--- config.mk ---
export PLATFORM = sky130hd
export DESIGN_NAME = wb_stage
export DESIGN_NICKNAME = d
export VERILOG_FILES = /design/src/rtl/wb_stage_pkg.sv /design/src/rtl/wb_bypass_cmp.sv /design/src/rtl/wb_stage.sv
export SDC_FILE = /design/constraint.sdc
export NUM_CORES = 1
export LEC_CHECK = 0
export ABC_CLOCK_PERIOD_IN_PS = 5970
export BUFFER_PORTS_ARGS = -buffer_cell sky130_fd_sc_hd__buf_2
export CORE_UTILIZATION = 32
export DETAILED_ROUTE_END_ITERATION = 16
export HOLD_SLACK_MARGIN = 0.02
export PLACE_DENSITY = 0.64
export SLEW_MARGIN = 25
export SYNTH_ARGS = -nofsm -noshare
export SYNTH_HDL_FRONTEND = slang
export SYNTH_SLANG_ARGS = --single-unit
--- constraint.sdc ---
create_clock -name clk -period 5.97 [get_ports clk]
set_input_delay 0.2985 -clock clk [delete_from_list [all_inputs] [get_ports clk]]
set_output_delay 0.2985 -clock clk [all_outputs]
set_load 0.01 [all_outputs]
--- src/rtl/wb_stage_pkg.sv ---
// Shared pipeline types for the write-back stage: datapath widths, the
// hardwired-zero register index and the MEM/WB register field grouping.
// Latency: n/a (types only). Backpressure: n/a.
package wb_stage_pkg;

  localparam int DATA_W = 32;
  localparam int REG_AW = 5;

  // Register 0 reads as zero and is never written or bypassed.
  localparam logic [REG_AW-1:0] ZERO_REG = '0;

  // Fields carried from MEM into WB.
  typedef struct packed {
    logic              valid;
    logic              regWrite;
    logic              MemtoReg;
    logic [DATA_W-1:0] readData;
    logic [DATA_W-1:0] aluResult;
    logic [REG_AW-1:0] writeRegi;
  } mem_wb_t;

endpackage

--- src/rtl/wb_bypass_cmp.sv ---
// Bypass compare for one decode read port against the current write and the
// one-entry write history. Purely combinational, no backpressure.
// Ports: rd_addr (read address); wr_* (current write); hist_* (history entry);
//        hit/data (bypass result, data is 0 when hit is 0).
module wb_bypass_cmp
  import wb_stage_pkg::*;
#(
  parameter int DATA_W = wb_stage_pkg::DATA_W,
  parameter int REG_AW = wb_stage_pkg::REG_AW
) (
  input  logic [REG_AW-1:0] rd_addr,
  input  logic              wr_en,
  input  logic [REG_AW-1:0] wr_addr,
  input  logic [DATA_W-1:0] wr_data,
  input  logic              hist_valid,
  input  logic [REG_AW-1:0] hist_addr,
  input  logic [DATA_W-1:0] hist_data,
  output logic              hit,
  output logic [DATA_W-1:0] data
);

  always_comb begin
    hit  = 1'b0;
    data = '0;
    if (rd_addr != ZERO_REG) begin
      // The write landing this cycle is newer than anything in history.
      if (wr_en && (wr_addr == rd_addr)) begin
        hit  = 1'b1;
        data = wr_data;
      end else if (hist_valid && (hist_addr == rd_addr)) begin
        hit  = 1'b1;
        data = hist_data;
      end
    end
  end

endmodule

--- src/rtl/wb_stage.sv ---
// Write-back stage: MEM/WB register, result select, single register-file
// write port, one-entry write history with decode bypass, retire counter.
// Latency: write port driven the cycle after MEM load; stall holds the entry
// and it writes/retires only once; flush overrides stall and inserts a bubble.
// Ports: clk/rst; stall/flush; mem_* (MEM stage inputs); regWrite/WriteData/
//        writeRegi (RF write); id_rs/id_rt -> byp_hit*/byp_data*; retired_count.
module wb_stage
  import wb_stage_pkg::*;
#(
  parameter int DATA_W = wb_stage_pkg::DATA_W,
  parameter int REG_AW = wb_stage_pkg::REG_AW,
  parameter int CNT_W  = 32
) (
  input  logic              clk,
  input  logic              rst,
  input  logic              stall,
  input  logic              flush,
  input  logic              mem_valid,
  input  logic              mem_regWrite,
  input  logic              mem_MemtoReg,
  input  logic [DATA_W-1:0] mem_readData,
  input  logic [DATA_W-1:0] mem_aluResult,
  input  logic [REG_AW-1:0] mem_writeRegi,
  output logic              regWrite,
  output logic [DATA_W-1:0] WriteData,
  output logic [REG_AW-1:0] writeRegi,
  input  logic [REG_AW-1:0] id_rs,
  input  logic [REG_AW-1:0] id_rt,
  output logic              byp_hit1,
  output logic [DATA_W-1:0] byp_data1,
  output logic              byp_hit2,
  output logic [DATA_W-1:0] byp_data2,
  output logic [CNT_W-1:0]  retired_count
);

  mem_wb_t           mem_in;
  mem_wb_t           wb_q;
  logic              written;
  logic              first_cycle;
  logic              hist_valid;
  logic [REG_AW-1:0] hist_addr;
  logic [DATA_W-1:0] hist_data;
  logic [CNT_W-1:0]  cnt_q;

  assign mem_in = '{valid:     mem_valid,
                    regWrite:  mem_regWrite,
                    MemtoReg:  mem_MemtoReg,
                    readData:  mem_readData,
                    aluResult: mem_aluResult,
                    writeRegi: mem_writeRegi};

  // An entry held by stall must write and retire exactly once: only its
  // first cycle in WB counts.
  assign first_cycle = wb_q.valid & ~written;

  assign regWrite  = first_cycle & wb_q.regWrite & (wb_q.writeRegi != ZERO_REG);
  assign WriteData = wb_q.MemtoReg ? wb_q.readData : wb_q.aluResult;
  assign writeRegi = wb_q.writeRegi;
  assign retired_count = cnt_q;

  always_ff @(posedge clk or posedge rst) begin
    if (rst) begin
      wb_q    <= '0;
      written <= 1'b0;
    end else if (flush) begin
      wb_q    <= '0;
      written <= 1'b0;
    end else if (stall) begin
      if (wb_q.valid) begin
        written <= 1'b1;
      end
    end else begin
      wb_q    <= mem_in;
      written <= 1'b0;
    end
  end

  always_ff @(posedge clk or posedge rst) begin
    if (rst) begin
      hist_valid <= 1'b0;
      hist_addr  <= '0;
      hist_data  <= '0;
    end else if (regWrite) begin
      hist_valid <= 1'b1;
      hist_addr  <= writeRegi;
      hist_data  <= WriteData;
    end
  end

  // Counts the entry leaving WB even when a flush lands on the same edge.
  always_ff @(posedge clk or posedge rst) begin
    if (rst) begin
      cnt_q <= '0;
    end else if (first_cycle) begin
      cnt_q <= cnt_q + 1'b1;
    end
  end

  wb_bypass_cmp #(.DATA_W(DATA_W), .REG_AW(REG_AW)) u_byp1 (
    .rd_addr    (id_rs),
    .wr_en      (regWrite),
    .wr_addr    (writeRegi),
    .wr_data    (WriteData),
    .hist_valid (hist_valid),
    .hist_addr  (hist_addr),
    .hist_data  (hist_data),
    .hit        (byp_hit1),
    .data       (byp_data1)
  );

  wb_bypass_cmp #(.DATA_W(DATA_W), .REG_AW(REG_AW)) u_byp2 (
    .rd_addr    (id_rt),
    .wr_en      (regWrite),
    .wr_addr    (writeRegi),
    .wr_data    (WriteData),
    .hist_valid (hist_valid),
    .hist_addr  (hist_addr),
    .hist_data  (hist_data),
    .hit        (byp_hit2),
    .data       (byp_data2)
  );

endmodule
==> results of run 1 <==
## cell usage in the layout (no fill, tap or decap), drive strengths merged
master    netlist  final
a21oi          64     64
a32o            1      1
and3            7      7
and4            1      1
buf            29    232
bufinv          0      1
clkbuf         29     21
clkinv          0      3
clkinvlp        0      5
dfrtp         143    143
ha              1      1
inv             4      6
mux2           67     67
mux2i          72     72
nand2          81     81
nand2b          1      1
nand3          81     81
nand4          10     10
nor2           92     92
nor2b           1      1
nor3            1      1
nor3b           2      2
nor4            7      7
o211ai          1      1
or4             5      5
xnor2          26     26
xor2           25     25
## through the flow
stage / utilization [%] / instances / instance area (um2)
2_1_floorplan: - / 751 / 7476
3_3_place_gp: 38.64 / 1238 / 8801
3_5_place_dp: 38.64 / 1238 / 8801
4_1_cts: 41.18 / 1270 / 9379
5_1_grt: 41.18 / 1270 / 9379
6_report: 41.18 / 1270 / 9379
## synthesized netlist by cell type, types with 2 or more instances
cell type | instances | area share [%]
nor4_1 | 5 | 0.42
or4_1 | 4 | 0.40
buf_4 | 8 | 0.80
mux2_2 | 67 | 10
nand4_1 | 10 | 0.84
nor3b_1 | 2 | 0.20
xor2_1 | 25 | 2.9
buf_6 | 6 | 0.90
inv_1 | 3 | 0.15
clkbuf_1 | 29 | 1.5
a21oi_1 | 64 | 4.3
xnor2_1 | 26 | 3.0
nand3_1 | 81 | 5.4
mux2i_1 | 72 | 9.6
and3_1 | 7 | 0.59
nor4_2 | 2 | 0.33
nor2_1 | 92 | 4.6
dfrtp_1 | 143 | 48
nand2_1 | 81 | 4.1
buf_1 | 12 | 0.60
buf_2 | 3 | 0.20
## report_power, final
part | switching (mW) | internal (mW)
Clock | 0.433 | 0.610
Sequential | 0.0784 | 1.05
Combinational | 0.172 | 0.150
## routing by layer
layer	track usage, %	routed length, um	vias to the layer above
li1	-	-	2977
met4	4.620	243	2
met1	25.85	10380	3095
met5	0	10	-
met2	30.64	10150	261
met3	4.931	1520	21
## logic make-up after synthesis
logic type      count (synthesis)  share of synthesized area, %
xor+xnor                       51                         5.975
flops                         143                         47.87
fa+ha+maj                       1                        0.1673
simple gates                  289                         17.39
mux                           139                         19.73
buf+inv                        62                         4.167
compound gates                 66                         4.703
## worst max-delay path, cell delays in order (launching register included)
cell and delay (ns):
dfrtp_1 0.46, or4_4 0.57, o211ai_4 0.35, or4_1 0.50, buf_4 0.39, nand3_1 0.12
a21oi_1 0.19, buf_2 0.16
## cell type report
type                    count  share of cell area (%)
clock buffers              21                   5.016
clock inverters            11                   1.147
inverters                   4                  0.2134
multi-input cells         546                   38.58
flip-flops and latches    143                   38.17
well taps                 313                   4.176
repair buffers            232                   12.70
## state kept, by name (all words and copies together), names as in the netlist
name	count
hist_addr	5
hist_data	32
hist_valid	1
retired_count	32
wb_q	67
writeRegi	5
written	1
## how the worst min path moves through the flow
stage | end | slack, ns
after floorplan | hist_valid$_DFFE_PP0P_ | 0.44
after global placement | retired_count[31]$_DFFE_PP0N_ | 0.46
after detailed placement | retired_count[31]$_DFFE_PP0N_ | 0.47
after CTS | wb_q[20]$_DFFE_PP0N_ | 0.06
after global routing | retired_count[29]$_DFFE_PP0N_ | 0.09
final | retired_count[28]$_DFFE_PP0N_ | 0.03
==> results.py, run 1 <==
metrics = {
    "status": {
        "outcome": "finished clean",
    },
    "sta": {
        "period_needed_ns": 3.471,
        "holdWs_ns": 0.02778,
        "tightest_slew_ns": 1.018,
        "setup_ws_ns": 2.499,
        "slew_violations": 0,
        "skew_ns": 0.007153,
        "relSlewSlack_pct": 31.99,
        "rsz0062_at_grt": "no",
        "setup_viol": 0,
        "fmax_mhz": 288.1,
        "fin_setup_tns_ns": 0,
        "hold_viol_final": 0,
        "fin_crit_sh_pct": 58.14,
    },
    "route": {
        "drtAntennaViolNets": 0,
        "drc": 0,
        "post_drt_wl_per_cell_um": 17.56,
        "drtIter0Drc": 437,
        "totalWireLength_um": 22310,
        "drt-vias-per-instance": 5.005,
        "via_count": 6356,
        "dr.pass1.iters": 5,
    },
    "synthesis": {
        "syn-num-nets": 838,
        "syn_area_um2": 7476,
        "synth_ff_type": "dfrtp_1",
        "yosysWarnings": 0,
        "synthCells": 751,
        "async_reset_ff_share_pct": 100.0,
        "synth-edff-count": 0,
        "ys_types": 30,
        "avgSynthCellArea_um2": 9.955,
        "seq_area_frac_synth_pct": 47.87,
        "synth-seq-cells": 143,
    },
    "pwr": {
        "power_density_nw_per_um2": 265.9,
        "ir_drop_mv": 0.1510,
        "power_mw": 2.494,
        "total_leakage_power_nw": 4.771,
    },
    "floorplanning": {
        "pin_count": 222,
        "fp.dieArea_um2": 23980,
        "core_area_um2": 22780,
        "die_w_um": 154.8,
        "fp-row-count": 55,
        "die_y_um": 154.8,
        "start_util_pct": 32.82,
    },
    "grt": {
        "grt_max_degree": 85,
        "grt_pass1_vias": 6371,
        "grt_overflow": 0,
        "track_usage_pct": 19.16,
        "antenna_found_initial": 3,
        "grt_pass1_wl_um": 35470,
    },
    "cts": {
        "cts_buffers": 17,
        "clkTransAtPathRegs_ns": 0.06,
        "postCtsSetupRepairBufs": 0,
        "cts.sinks": 143,
        "cts_resized": 0,
        "root_buffer": "clkbuf_16",
        "clock_latency_ns": 0.42,
        "hold_buffers": 0,
        "cts_buffer_depth": 2,
        "cts_tree": "done",
        "cts_htree_levels": 4,
    },
    "final_layout": {
        "drive_gt1_share_pct": 35.42,
        "area_growth_pct": 25.46,
        "antenna_cells": 0,
        "fill_cells": 2226,
        "regArea_um2": 3580,
        "multiInputGateArea_um2": 3618,
        "fin_nets": 1031,
    },
    "setup_path": {
        "arrival_ns": 3.17,
        "worst-setup-path-type": "reg2out",
        "crit_path_start_kind": "flip-flop",
        "rr_endpoint": "hist_data[15]$_DFFE_PP0P_",
        "required_ns": 5.67,
        "crit_path_max_fanout": 21,
        "timing.reg2reg.setup_slack_ns": 3.56,
        "critPathLaunch": "writeRegi[1]$_DFFE_PP0N_",
        "cp-end-kind": "output pin",
        "rr_worst_depth": 4,
        "timing.rr.start": "writeRegi[1]$_DFFE_PP0N_",
        "endpoint": "byp_data1[26]",
    },
    "placement": {
        "place_ws_ns": 2.922,
        "numPortBuffers": 221,
        "dp_hpwl_um": 14650,
        "gp_congestion": 0.8169,
    },
    "min_path": {
        "worstHoldPathType": "in2async",
    },
    "job": {
        "cap_violations": 0,
    },
}
Power figures use the tool's default switching activity.
==> inputs of run 2 (changes only) <==
--- a/config.mk
+++ b/config.mk
@@ -5,7 +5,7 @@
 export SDC_FILE = /design/constraint.sdc
 export NUM_CORES = 1
 export LEC_CHECK = 0
-export ABC_CLOCK_PERIOD_IN_PS = 5970
+export ABC_CLOCK_PERIOD_IN_PS = 3390
 export BUFFER_PORTS_ARGS = -buffer_cell sky130_fd_sc_hd__buf_2
 export CORE_UTILIZATION = 32
 export DETAILED_ROUTE_END_ITERATION = 16
==> constraint.sdc (replaced) <==
create_clock -name clk -period 3.39 [get_ports clk]
set_input_delay 0.1695 -clock clk [delete_from_list [all_inputs] [get_ports clk]]
set_output_delay 0.1695 -clock clk [all_outputs]
set_load 0.01 [all_outputs]
==> results.py, run 2 (synthesis gave the netlist of run 1 again) <==
metrics = {
    "status": {
        "outcome": "finished clean",
    },
    "final_layout": {
        "area_growth_pct": 36.32,
        "fin_util_pct": 44.74,
        "layout_commonest_cell": "buf_2",
        "antenna_cells": 0,
        "final-instance-count-excl-fill": 1342,
        "final_cell_mix": "buf_2, dfrtp_1, nor2_1",
        "largest_reg_flops": 67,
        "top_register": "wb_q",
        "drive_gt1_share_pct": 32.94,
        "fin_nets": 1104,
    },
    "grt": {
        "met1_usage_pct": 26.16,
        "grt_max_degree": 77,
        "use_met3_pct": 4.735,
        "track_usage_pct": 19.69,
        "grt_pass1_vias": 6483,
        "antenna_found_initial": 0,
        "grt_pass1_wl_um": 36370,
        "met2_usage_pct": 32.41,
        "busiest_layer": "met2",
        "grt_overflow": 0,
    },
    "sta": {
        "fin_crit_sh_pct": 95.04,
        "slew_violations": 0,
        "fmax_mhz": 310.4,
        "skew_ns": 0.007211,
        "setup_viol": 0,
        "hold_viol_final": 0,
        "relSlewSlack_pct": 35.88,
        "rsz0062_at_grt": "no",
        "period_needed_ns": 3.222,
        "holdWs_ns": 0.05148,
        "fin_setup_tns_ns": 0,
        "tightest_slew_ns": 0.9595,
    },
    "placement": {
        "dp_hpwl_um": 15070,
        "gp_congestion": 0.8143,
        "numPortBuffers": 221,
        "dp.cells": 1239,
    },
    "cts": {
        "clkTransAtPathRegs_ns": 0.07,
        "postCtsSetupRepairBufs": 0,
        "cts.sinks": 143,
        "cts_tree": "done",
        "cts_buffers": 17,
        "root_buffer": "clkbuf_16",
        "cts_resized": 0,
        "clock_latency_ns": 0.41,
        "cts_htree_levels": 4,
        "cts_buffer_depth": 2,
    },
    "job": {
        "cap_violations": 0,
    },
    "floorplanning": {
        "die_y_um": 154.8,
        "core_area_um2": 22780,
        "pin_count": 222,
        "fp-row-count": 55,
        "start_util_pct": 32.82,
        "fp.dieArea_um2": 23980,
        "die_w_um": 154.8,
    },
    "setup_path": {
        "crit_path_start_kind": "flip-flop",
        "max_stage_delay_ns": 0.58,
        "arrival_ns": 3.05,
        "slowest_stage": "or4_4",
        "path_cells": "or4_4 -> o211ai_4 -> or4_1 -> buf_12 -> nand3_1 -> a21oi_1 -> buf_2",
        "rr_worst_depth": 4,
        "cp_num_cells": 7,
        "cp_top_family": "simple AND/OR/NAND/NOR gates",
        "cp-end-kind": "output pin",
        "worst-setup-path-type": "reg2out",
        "crit_path_max_fanout": 21,
        "cp_num_buf_inv": 2,
        "required_ns": 3.22,
    },
    "route": {
        "post_drt_wl_per_cell_um": 17.28,
        "via_count": 6626,
        "drt-vias-per-instance": 4.937,
        "drtAntennaViolNets": 0,
        "drtIter0Drc": 290,
        "totalWireLength_um": 23190,
        "dr.pass1.iters": 5,
        "drc": 0,
    },
    "min_path": {
        "hold_depth": 3,
        "worstHoldPathType": "in2reg",
    },
    "pwr": {
        "total_leakage_power_nw": 5.111,
        "ir_drop_mv": 0.2822,
        "power_density_nw_per_um2": 446.4,
    },
}
## run 2: changes by cell type in the layout (fill, tap and decap cells not counted), sizes merged
| cell | change |
|---|---|
| bufinv | +1 |
| clkinv | -1 |
| buf | +1 |
| clkinvlp | -1 |
| clkbuf | -1 |
| inv | +1 |
| dlygate4sd3 | +72 |
## run 2: layer usage
| layer | part of all wire, % | routed length (um) | vias to the layer above |
|---|---|---|---|
| met5 | 0 | 0 | - |
| met3 | 6.6 | 1522 | 10 |
| met4 | 0.45 | 104 | 0 |
| li1 | - | - | 3115 |
| met1 | 45 | 10520 | 3233 |
| met2 | 48 | 11050 | 268 |
## run 2: through the flow
| stage | setup WS (ns) | power [mW] | instance area [um2] |
|---|---|---|---|
| 2_1_floorplan | 1.237 | 2.352 | 7480 |
| 3_3_place_gp | 0.6956 | 2.585 | 8882 |
| 3_5_place_dp | 0.6122 | 2.608 | 8882 |
| 4_1_cts | 0.1362 | 4.612 | 10190 |
| 5_1_grt | 0.01182 | 4.771 | 10190 |
| 6_report | 0.1683 | 4.549 | 10190 |
## run 2: worst reg2reg max path: cells and delay by family, from the launching register on
| kind | cells | cell delay [ns] |
|---|---|---|
| buf+inv | 1 | 0.46 |
| mux | 1 | 0.43 |
| simple gates | 1 | 0.58 |
| compound gates | 1 | 0.36 |
| flops | 1 | 0.45 |
## run 2: final cells by class
type | instances | area, um2
flip-flops and latches | 143 | 3580
clock buffers | 20 | 456.7
clock inverters | 11 | 131.4
inverters | 4 | 18.77
well taps | 313 | 391.6
multi-input cells | 546 | 3618
fillers | 2177 | 12590
repair buffers | 305 | 1994
## run 2: final timing paths
path,from,slack (ns),to
worst max-delay path,writeRegi[1]$_DFFE_PP0N_,0.17,byp_data1[12]
min in group asynchronous,rst,0.28,wb_q[8]$_DFFE_PP0N_
worst min-delay path,mem_aluResult[21],0.05,wb_q[26]$_DFFE_PP0N_
worst max register to register,writeRegi[1]$_DFFE_PP0N_,1.00,hist_data[17]$_DFFE_PP0P_
worst min register to register,retired_count[31]$_DFFE_PP0N_,0.48,retired_count[31]$_DFFE_PP0N_
max in group asynchronous,rst,2.06,wb_q[69]$_DFFE_PP0N_
## run 2: power breakdown
group	total (mW)	internal (mW)	switching (mW)
registers	2.00	1.85	0.146
clock network	1.91	1.13	0.778
logic	0.645	0.326	0.320
## run 2: timing repair
item	4_1_cts	5_1_grt
hold buffers	72	0
endpoints found under the hold margin	82	0
setup endpoints to repair	0	0
